`src/rtl/pic_inta_sequencer.sv`:
```
// Interrupt acknowledge sequencer: qualifies the PIC INT line, issues the
// two-pulse INTA cycle, captures the vector on pulse 2 and hands it to the
// CPU over valid/ready.
module pic_inta_sequencer #(
  parameter int unsigned PULSE_CYCLES = 4,
  parameter int unsigned GAP_CYCLES   = 2,
  parameter int unsigned SYNC_STAGES  = 2
) (
  input  logic       clk,
  input  logic       rst_n,
  input  logic       int_in,
  input  logic       ack_en,
  input  logic [7:0] d_in,
  output logic       inta_n,
  output logic [7:0] vec_out,
  output logic       vec_valid,
  input  logic       vec_ready,
  output logic       busy
);

  localparam int unsigned CW = 4;
  localparam logic [CW-1:0] PULSE_LOAD = CW'(PULSE_CYCLES - 1);
  localparam logic [CW-1:0] GAP_LOAD   = CW'(GAP_CYCLES - 1);

  typedef enum logic [2:0] {
    IDLE,
    PULSE1,
    GAP,
    PULSE2,
    HOLD,
    RECOVER
  } state_t;

  state_t                 state, state_nxt;
  logic [CW-1:0]          cnt, cnt_nxt;
  logic                   inta_nxt;
  logic [7:0]             vec_nxt;
  logic                   valid_nxt;
  logic                   busy_nxt;
  logic [SYNC_STAGES-1:0] sync_q;
  logic                   int_s_q;
  logic                   int_s;
  logic                   qual;

  assign int_s = sync_q[SYNC_STAGES-1];
  // Two consecutive high samples reject single-cycle glitches on INT.
  assign qual  = int_s & int_s_q;

  // Synchronizer for the asynchronous INT pin plus one-deep history for qualification.
  always_ff @(posedge clk or negedge rst_n) begin
    if (!rst_n) begin
      sync_q  <= '0;
      int_s_q <= 1'b0;
    end else begin
      sync_q  <= {sync_q[SYNC_STAGES-2:0], int_in};
      int_s_q <= int_s;
    end
  end

  // State and registered outputs.
  always_ff @(posedge clk or negedge rst_n) begin
    if (!rst_n) begin
      state     <= IDLE;
      cnt       <= '0;
      inta_n    <= 1'b1;
      vec_out   <= 8'h00;
      vec_valid <= 1'b0;
      busy      <= 1'b0;
    end else begin
      state     <= state_nxt;
      cnt       <= cnt_nxt;
      inta_n    <= inta_nxt;
      vec_out   <= vec_nxt;
      vec_valid <= valid_nxt;
      busy      <= busy_nxt;
    end
  end

  // Next-state and next-output logic; once PULSE1 is entered both pulses always complete.
  always_comb begin
    state_nxt = state;
    cnt_nxt   = cnt;
    inta_nxt  = inta_n;
    vec_nxt   = vec_out;
    valid_nxt = vec_valid;
    case (state)
      IDLE: begin
        if (qual && ack_en) begin
          state_nxt = PULSE1;
          inta_nxt  = 1'b0;
          cnt_nxt   = PULSE_LOAD;
        end
      end
      PULSE1: begin
        if (cnt == '0) begin
          state_nxt = GAP;
          inta_nxt  = 1'b1;
          cnt_nxt   = GAP_LOAD;
        end else begin
          cnt_nxt = cnt - CW'(1);
        end
      end
      GAP: begin
        if (cnt == '0) begin
          state_nxt = PULSE2;
          inta_nxt  = 1'b0;
          cnt_nxt   = PULSE_LOAD;
        end else begin
          cnt_nxt = cnt - CW'(1);
        end
      end
      PULSE2: begin
        if (cnt == '0) begin
          state_nxt = HOLD;
          inta_nxt  = 1'b1;
          vec_nxt   = d_in;
          valid_nxt = 1'b1;
        end else begin
          cnt_nxt = cnt - CW'(1);
        end
      end
      HOLD: begin
        if (vec_ready) begin
          state_nxt = RECOVER;
          valid_nxt = 1'b0;
          cnt_nxt   = GAP_LOAD;
        end
      end
      RECOVER: begin
        if (cnt == '0) begin
          state_nxt = IDLE;
        end else begin
          cnt_nxt = cnt - CW'(1);
        end
      end
      default: begin
        state_nxt = IDLE;
        inta_nxt  = 1'b1;
        valid_nxt = 1'b0;
      end
    endcase
    busy_nxt = (state_nxt != IDLE);
  end

`ifndef SYNTHESIS
  localparam bit PARAMS_OK = (PULSE_CYCLES >= 2) && (PULSE_CYCLES <= 15) &&
                             (GAP_CYCLES >= 1) && (GAP_CYCLES <= 15) &&
                             (SYNC_STAGES >= 2) && (SYNC_STAGES <= 3);
  // Out-of-range timing parameters would overflow the 4-bit counters.
  param_range_check: assert property (@(posedge clk) PARAMS_OK)
    else $error("pic_inta_sequencer: parameter out of legal range");
`endif

endmodule

```
`config.mk`:
```
export PLATFORM = sky130hd
export DESIGN_NAME = pic_inta_sequencer
export DESIGN_NICKNAME = d
export VERILOG_FILES = /design/src/rtl/pic_inta_sequencer.sv
export SDC_FILE = /design/constraint.sdc
export NUM_CORES = 1
export LEC_CHECK = 0
export ABC_AREA = 1
export CAP_MARGIN = 20
export CORE_UTILIZATION = 46
export DETAILED_ROUTE_END_ITERATION = 8
export HOLD_SLACK_MARGIN = 0.05
export PLACE_DENSITY = 0.85
export SYNTH_ARGS = -nofsm -noshare
export SYNTH_HDL_FRONTEND = slang
export SYNTH_SLANG_ARGS = --single-unit
```
`constraint.sdc`:
```
create_clock -name clk -period 1.4 [get_ports clk]
set_input_delay 0.28 -clock clk [delete_from_list [all_inputs] [get_ports clk]]
set_output_delay 0.28 -clock clk [all_outputs]
set_load 0.1 [all_outputs]
```
---- After elaboration in Yosys (flattened, before gate mapping) ----
Cells that the tools add are included.
word-level totals
  bits in registers ....................... 21
  input port bits ......................... 13
  logic and storage cells ................. 55
cells by class
  $add $sub $neg .......................... 1
  eq/ne operators ......................... 11
  bitwise gates (word level) .............. 3
  reduce and logical (&&, ||, !) cells .... 13
  muxes and demuxes ....................... 19
operator list
  kind                                                                     number
  4-bit 2-to-1 mux                                                         5
  4-bit one-hot mux with 5 select lines                                    1
  3-bit 2-to-1 mux                                                         6
  3-bit one-hot mux with 6 select lines                                    1
  2-bit inequality test, second input constant                             5
  4-bit AND reduction                                                      2
  3-bit by 2-bit equality test with 1-bit output, second input constant    2
  3-bit equality test, second input constant                               2
  2-bit OR reduction                                                       3
  5-bit nonzero test                                                       1
  4-bit zero test                                                          1
  1-bit 2-to-1 mux                                                         4
  1-bit one-hot mux with 4 select lines                                    1
  4-bit OR reduction                                                       1
  4-bit by 1-bit subtractor with 4-bit output, second input constant       1
  3-bit by 1-bit equality test with 1-bit output, second input constant    1
  3-bit zero test                                                          1
  1-bit one-hot mux with 3 select lines                                    1
  3-bit AND reduction                                                      1
  3-bit nonzero test                                                       1
  2-bit by 1-bit inequality test with 1-bit output, second input constant  1
  1-bit inverter                                                           2
  2-bit AND reduction                                                      1
  1-bit AND                                                                1
  1-bit logical AND                                                        1

---- Depth between registers and ports, before layout ----
Gate-level depths: netlist of run 1.
  word-level depth ........................ 5
  gate-level depth with buffers ........... 11

---- Worst setup path after synthesis of run 1 ----
OpenSTA, ideal clock, no wires.
  kind .................................... flip-flop to flip-flop
  start ................................... reg cnt[0]
  end ..................................... reg vec_out[1]
  clock period less this slack ............ 1.368 ns
  path slack .............................. 0.032 ns
  cell stages (with the launch flop) ...... 9
  arrival time ............................ 1.245 ns
  library setup time ...................... 0.122 ns
  cell sequence ........................... dfrtp_1 inv_1 ha_1 nand3_4 nor2_8 inv_2 buf_6 nand2_1 nand2_1
on the way
  longest elaborated chain between the ends .. 2
RTL lines
  item                           line  RTL
  start: declaration             35    logic [CW-1:0] cnt, cnt_nxt;
  start signal: assignment       71    cnt <= cnt_nxt;
  4-bit zero test                113   if (cnt == '0) begin
  2-bit AND reduction (no line)  --
  end signal: assignment         73    vec_out <= vec_nxt;
  end: declaration               15    output logic [7:0] vec_out,
Every way passes these cells.
A chain may end at the register's enable or synchronous reset.

---- Worst setup path in the final report of run 1 ----
  start ................................... reg cnt[0]
  end ..................................... reg inta_n
on the way
  longest elaborated chain between the ends .. 3
RTL lines
  item                                                                                                 line          RTL
  4-bit zero test *                                                                                    95, 104, 113
  2-bit inequality test (no line) or 2-bit by 1-bit inequality test with 1-bit output (tied branches)  --
  4-bit AND reduction (no line) *                                                                      --
  end signal: assignment                                                                               72            inta_n <= inta_nxt;
  end: declaration                                                                                     14            output logic inta_n,
Mark *: on every way between the ends. The rest lies on a longest branch, timed or not.

==> results of run 1 <==
[routing by layer]
layer  up-vias  global-route usage, %  share of wire [%]
met5         -                      0                  0
met4         0                   7.89                2.3
met3        14                   3.74                8.2
met2        56                   37.7                 48
li1        553                      -                  -
met1       500                   26.9                 41
[Yosys cell counts, drive strengths merged]
library cell  count  area share (%)
nand2            77              25
nand3            14             9.6
nand4             2             1.0
buf               4             3.7
o21ai             3             1.2
a21oi             1            0.41
nor2             14             7.3
ha                1             1.0
inv              17             5.4
dfstp             1             2.2
and2              1            0.72
dfrtp            20              41
clkinv            1            0.72
o211ai            1            0.61
[timing repair]
action,4_1_cts,5_1_grt
hold buffers,0,0
buffers inserted,0,6
endpoints found under the setup margin,8,8
resized for setup,7,5
pin swaps,1,4
[worst max-delay path by stage]
stage,start,to,slack [ps],depth (start not counted)
global route,cnt[0]$_DFFE_PN0P_,inta_n$_DFFE_PN1P_,-30,9
finish,cnt[0]$_DFFE_PN0P_,inta_n$_DFFE_PN1P_,20,9
floorplan,cnt[0]$_DFFE_PN0P_,vec_out[1]$_DFFE_PN0P_,30,8
CTS,cnt[0]$_DFFE_PN0P_,cnt[1]$_DFFE_PN0P_,5,9
global placement,vec_ready,cnt[3]$_DFFE_PN0P_,-4,8
detailed placement,cnt[0]$_DFFE_PN0P_,cnt[1]$_DFFE_PN0P_,-60,9
[area by class of cell]
cell class                 count  share of cell area, %
inverter                      18                   4.40
clock buffer                   4                   1.54
tap                           30                   2.20
timing repair buffer          34                   25.5
sequential                    21                   31.1
multi-input combinational    114                   35.3
[per-stage QoR]
stage          setup TNS [ps]  setup slack [ps]  utilization (%)  area (um2)
6_report                    0              24.6             68.3        1710
5_1_grt                  -101             -32.0             68.3        1710
4_1_cts                     0              5.04             65.6        1640
3_5_place_dp             -325             -58.0             63.7        1590
3_3_place_gp            -6.30             -4.09             63.7        1590
2_1_floorplan               0              32.4                -        1220
[flip-flops by register name, indices dropped and copies added (netlist names)]
register / count
vec_out: 8
cnt: 4
state: 3
sync_q: 2
busy: 1
int_s_q: 1
inta_n: 1
vec_valid: 1
[cells by family after synthesis]
| family | after synthesis |
|---|---|
| adder cells (fa/ha/maj) | 1 |
| AO/OA/AOI/OAI | 5 |
| buffers and inverters | 22 |
| AND/OR/NAND/NOR | 108 |
| flip-flops | 21 |
==> flow_summary_export.csv, run 1 <==
group,metric,value,unit
outcome,run_status,"finished, final reports clean",
route,drc_errors,0,
cts,clock-sinks,21,
yosys,synth.net_count,171,
critical_path,ff2ff_setup_slack,20,ps
yosys,synth_compound_area_share,2.25,%
yosys,syn-cell-area,0.00122,mm2
yosys,ys_types,24,
cells_and_area,fillers,198,
cells_and_area,layout_commonest_cell,"nand2_1",
cts,cts_inserted_buffers,3,
timing,fmax,727,MHz
cells_and_area,drive_gt1_share,29.8,%
floorplan,core-area,0.00250,mm2
timing,fin_crit_sh,98.2,%
floorplan,die_w,53.5,um
floorplan,io-pin-count,24,
cells_and_area,antennaDiodeCount,0,
global_route,grt_max_degree,22,
critical_path,reg2reg_to,"inta_n$_DFFE_PN1P_",
global_route,antenna_found_initial,0,
timing,setup_violations,0,
critical_path,cp_data_arrival_time,1620,ps
floorplan,die_area,0.00286,mm2
route,wl_per_cell,12.5,um
critical_path,cpMaxStageDelayCell,"dfrtp_1",
cells_and_area,nets,206,
yosys,synth.area.mux_share,0,%
run,max_cap_viol_count,0,
yosys,ys_ff_latch,21,
placement,port_buffers,23,
cells_and_area,mostFrequentLayoutCells,"70 x nand2_1, 17 x dfrtp_1, 12 x clkdlybuf4s50_1, 12 x buf_12, 10 x buf_4",
route,drt-pass1-iter-count,7,
critical_path,cp.buffers_inverters,1,
timing,drv_slew,0,
timing,hold_viol,0,
critical_path,worstPathCellList,"inv_2, ha_4, nand3_4, nand2_2, nand2_1, nor2_2, nand2_1, nand2_1, nand2_1",
cells_and_area,syn2layout_area_growth,39.8,%
critical_path,required,1640,ps
placement,globalplace.congestion,0.885,
global_route,grt.overflow.total,0,
cts,h-tree-depth,1,
timing,worstMarginPinSlew,266,ps
yosys,avgSynthCellArea,7.78,um2
critical_path,end_kind,"flip-flop",
route,vias,1123,
timing,max_slew_margin,82.3,%
route,ant_nets,0,
route,drt_iter0_markers,39,
critical_path,cpPeakStageDelay,420,ps
placement,dpl.cell_count,211,
cts,cts_max_path_buffers,2,
yosys,synth-simple-area-share,43.7,%
timing,layout_min_cycle_time,1380,ps
critical_path,worst-path-max-fanout,7,
yosys,synth_top_family_by_area,"simple AND/OR/NAND/NOR gates",
route,drt-vias-per-instance,5.08,
placement,dp_hpwl,2.08,mm
timing,fin_worst_skew,2.78,ps
floorplan,fp-row-count,18,
hold_path,holdCritPathClass,"primary input to async pin",
cts,cts_tree,"done",
critical_path,rr_worst_depth,9,
cts,clk_pin_slew,110,ps
global_route,grt_pass1_vias,1013,
critical_path,crit_family,"simple AND/OR/NAND/NOR gates",
critical_path,crit_type,"flip-flop to flip-flop",
critical_path,path_common_cell,"nand2_1",
route,drt-total-wl,2.76,mm
yosys,netlist_instances,157,
cells_and_area,seqCellArea,531,um2
critical_path,worstSetupStartpointType,"flip-flop",
timing,rsz0062_at_grt,"true",
global_route,grtUsageTotal,21.8,%
cells_and_area,final_cells,221,
cts,insertion_delay,300,ps
global_route,grt_pass1_wl,4.41,mm
floorplan,die_y,53.5,um
yosys,synth_xor_area_share,0,%
yosys,ys_warn_count,0,
floorplan,initial_core_util,48.8,%
yosys,synth_fa_ha_area_share,1.02,%
yosys,synth_seq_area_share,43.1,%
cells_and_area,multi_input_area,602,um2
timing,hold_ws,314,ps
cts,cts.root.buffer_cell,"clkbuf_4",
critical_path,r2r-start,"cnt[0]$_DFFE_PN0P_",
Power of run 1 is not shown: default switching activity piles up to over one toggle a cycle in this logic, so the estimate is an artifact.
==> run 2: changes to the inputs <==
--- a/config.mk
+++ b/config.mk
@@ -7,6 +7,7 @@
 export LEC_CHECK = 0
 export ABC_AREA = 1
 export CAP_MARGIN = 20
+export CORE_MARGIN = 8
 export CORE_UTILIZATION = 46
 export DETAILED_ROUTE_END_ITERATION = 8
 export HOLD_SLACK_MARGIN = 0.05
@@ -14,3 +15,4 @@
 export SYNTH_ARGS = -nofsm -noshare
 export SYNTH_HDL_FRONTEND = slang
 export SYNTH_SLANG_ARGS = --single-unit
+export TNS_END_PERCENT = 10
==> run 2 against run 1 <==
Compared with the run above:
- die area increased by 59%
- wire length rose by 3.7%
- critical path depth decreased by 2
- via count down 2.0%
- global-route usage fell by 8.3 points
- register-to-register slack about the same
- non-clock buffer count unchanged
- sequential share of layout area is 0.16 points higher
- fmax increased by 1.1%
- critical endpoint is now state[0]$_DFF_PN0_
- highest routed layer unchanged
==> flow_summary_export.csv, run 2 (synthesis results as in run 1) <==
group,metric,value,unit
floorplan,die_w,67.5,um
cts,clock-sinks,21,
global_route,grt_pass1_vias,1100,
route,drt-vias-per-instance,4.98,
cts,cts_inserted_buffers,3,
route,dr.max_layer_used,"met4",
cells_and_area,antennaDiodeCount,0,
global_route,grtUsageTotal,13.5,%
route,met3WireLength,160,um
timing,hold_ws,311,ps
timing,worstMarginPinSlew,265,ps
cells_and_area,fillers,203,
timing,fmax,735,MHz
route,drt-pass1-iter-count,5,
global_route,grt_max_degree,22,
cells_and_area,mostFrequentLayoutCells,"69 x nand2_1, 17 x dfrtp_1, 12 x clkdlybuf4s50_1",
placement,port_buffers,23,
timing,fin_crit_sh,97.2,%
cts,postCtsHoldBufs,0,
floorplan,core-area,0.00250,mm2
critical_path,rr_worst_depth,7,
cells_and_area,largest_register_ffs,8,
critical_path,required,1580,ps
critical_path,worstSetupStartpointType,"flip-flop",
global_route,antenna_found_initial,0,
run,max_cap_viol_count,0,
critical_path,crit_type,"flip-flop to flip-flop",
placement,globalplace.congestion,0.917,
cells_and_area,nets,206,
route,vias,1100,
critical_path,r2r-start,"cnt[0]$_DFFE_PN0P_",
route,drt-total-wl,2.86,mm
route,wl_per_cell,13.0,um
floorplan,fp-row-count,18,
timing,hold_viol,0,
route,drt_iter0_markers,99,
route,m1WireLength,1.25,mm
cts,h-tree-depth,1,
cts,cts_tree,"done",
cells_and_area,syn2layout_area_growth,39.0,%
critical_path,ff2ff_setup_slack,40,ps
cts,cts.root.buffer_cell,"clkbuf_4",
critical_path,reg2reg_to,"state[0]$_DFF_PN0_",
route,ant_nets,0,
hold_path,holdCritPathClass,"primary input to async pin",
cells_and_area,top_register,"vec_out",
outcome,run_status,"finished, final reports clean",
floorplan,initial_core_util,48.8,%
cells_and_area,layout_commonest_cell,"nand2_1",
cts,clk_pin_slew,110,ps
cts,cts_max_path_buffers,2,
cts,insertion_delay,300,ps
timing,setup_violations,0,
cells_and_area,top_regs,"vec_out (8), cnt (4), state (3)",
floorplan,die_area,0.00456,mm2
critical_path,worst-path-max-fanout,7,
timing,max_slew_margin,82.3,%
route,drc_errors,0,
floorplan,io-pin-count,24,
critical_path,cp_data_arrival_time,1540,ps
global_route,grt.overflow.total,0,
global_route,grt_pass1_wl,4.79,mm
timing,drv_slew,0,
placement,dp_hpwl,2.16,mm
timing,layout_min_cycle_time,1360,ps
critical_path,end_kind,"flip-flop",
cells_and_area,drive_gt1_share,30.9,%
timing,fin_worst_skew,0.758,ps
route,met2_length,1.39,mm
timing,rsz0062_at_grt,"true",
floorplan,die_y,67.5,um
==> run 2: cell types whose count changed in the layout (fill, tap and decap cells not counted) <==
cell / change
buf_12: -1
nand2_1: -1
clkbuf_1: -1
o21ai_1: +1
o21ai_0: -1
buf_4: +1
clkinv_2: +1
nand2_2: +1
==> run 2: worst max path at each step <==
stage / from / end / slack (ps) / depth (start not counted)
final: cnt[0]$_DFFE_PN0P_ / state[0]$_DFF_PN0_ / 40 / 7
after global placement: vec_ready / cnt[2]$_DFFE_PN0P_ / -20 / 9
after CTS: state[2]$_DFF_PN0_ / cnt[2]$_DFFE_PN0P_ / 20 / 8
after floorplan: cnt[0]$_DFFE_PN0P_ / vec_out[1]$_DFFE_PN0P_ / 30 / 8
after global routing: cnt[0]$_DFFE_PN0P_ / inta_n$_DFFE_PN1P_ / -20 / 9
after detailed placement: cnt[0]$_DFFE_PN0P_ / cnt[2]$_DFFE_PN0P_ / -70 / 9
==> run 2: cell type report <==
class | instances | area [um2] | area share (%)
Clock inverter | 1 | 5.00 | 0.295
Sequential cell | 21 | 531 | 31.2
Inverter | 18 | 75.1 | 4.42
Tap cell | 30 | 37.5 | 2.21
Timing Repair Buffer | 34 | 423 | 24.9
Multi-Input combinational cell | 114 | 604 | 35.6
Clock buffer | 3 | 22.5 | 1.33
==> run 2: metrics by stage <==
stage / instances / setup TNS (ps) / worst slack, ps / area [um2] / utilization [%]
2_1_floorplan: 157 / 0 / 32.4 / 1220 / -
3_3_place_gp: 212 / -66.5 / -21.1 / 1600 / 64.0
3_5_place_dp: 212 / -313 / -69.4 / 1600 / 64.0
4_1_cts: 217 / 0 / 15.8 / 1650 / 66.0
5_1_grt: 221 / -56.0 / -19.4 / 1700 / 67.9
6_report: 221 / 0 / 39.2 / 1700 / 67.9
==> run 2: critical path, cell delays in order (launching register included) <==
cell     delay, ps
dfrtp_1        410
inv_2           80
ha_4           160
nand3_4        160
nand2_4        130
buf_4          110
buf_4          100
nand4_1         90
==> run 2: timing repair <==
item | CTS | global route
pin swaps | 1 | 6
resized for setup | 5 | 9
buffers inserted | 1 | 4
endpoints found under the setup margin | 8 | 8
endpoints found under the hold margin | 0 | 0
==> run 2: routing by layer <==
metal | vias to the layer above | GRT usage, %
met1 | 508 | 15.7
met2 | 33 | 22.5
met5 | - | 0
li1 | 551 | -
met4 | 0 | 6.53
met3 | 8 | 3.64
Power of run 2 is left out for the same reason.
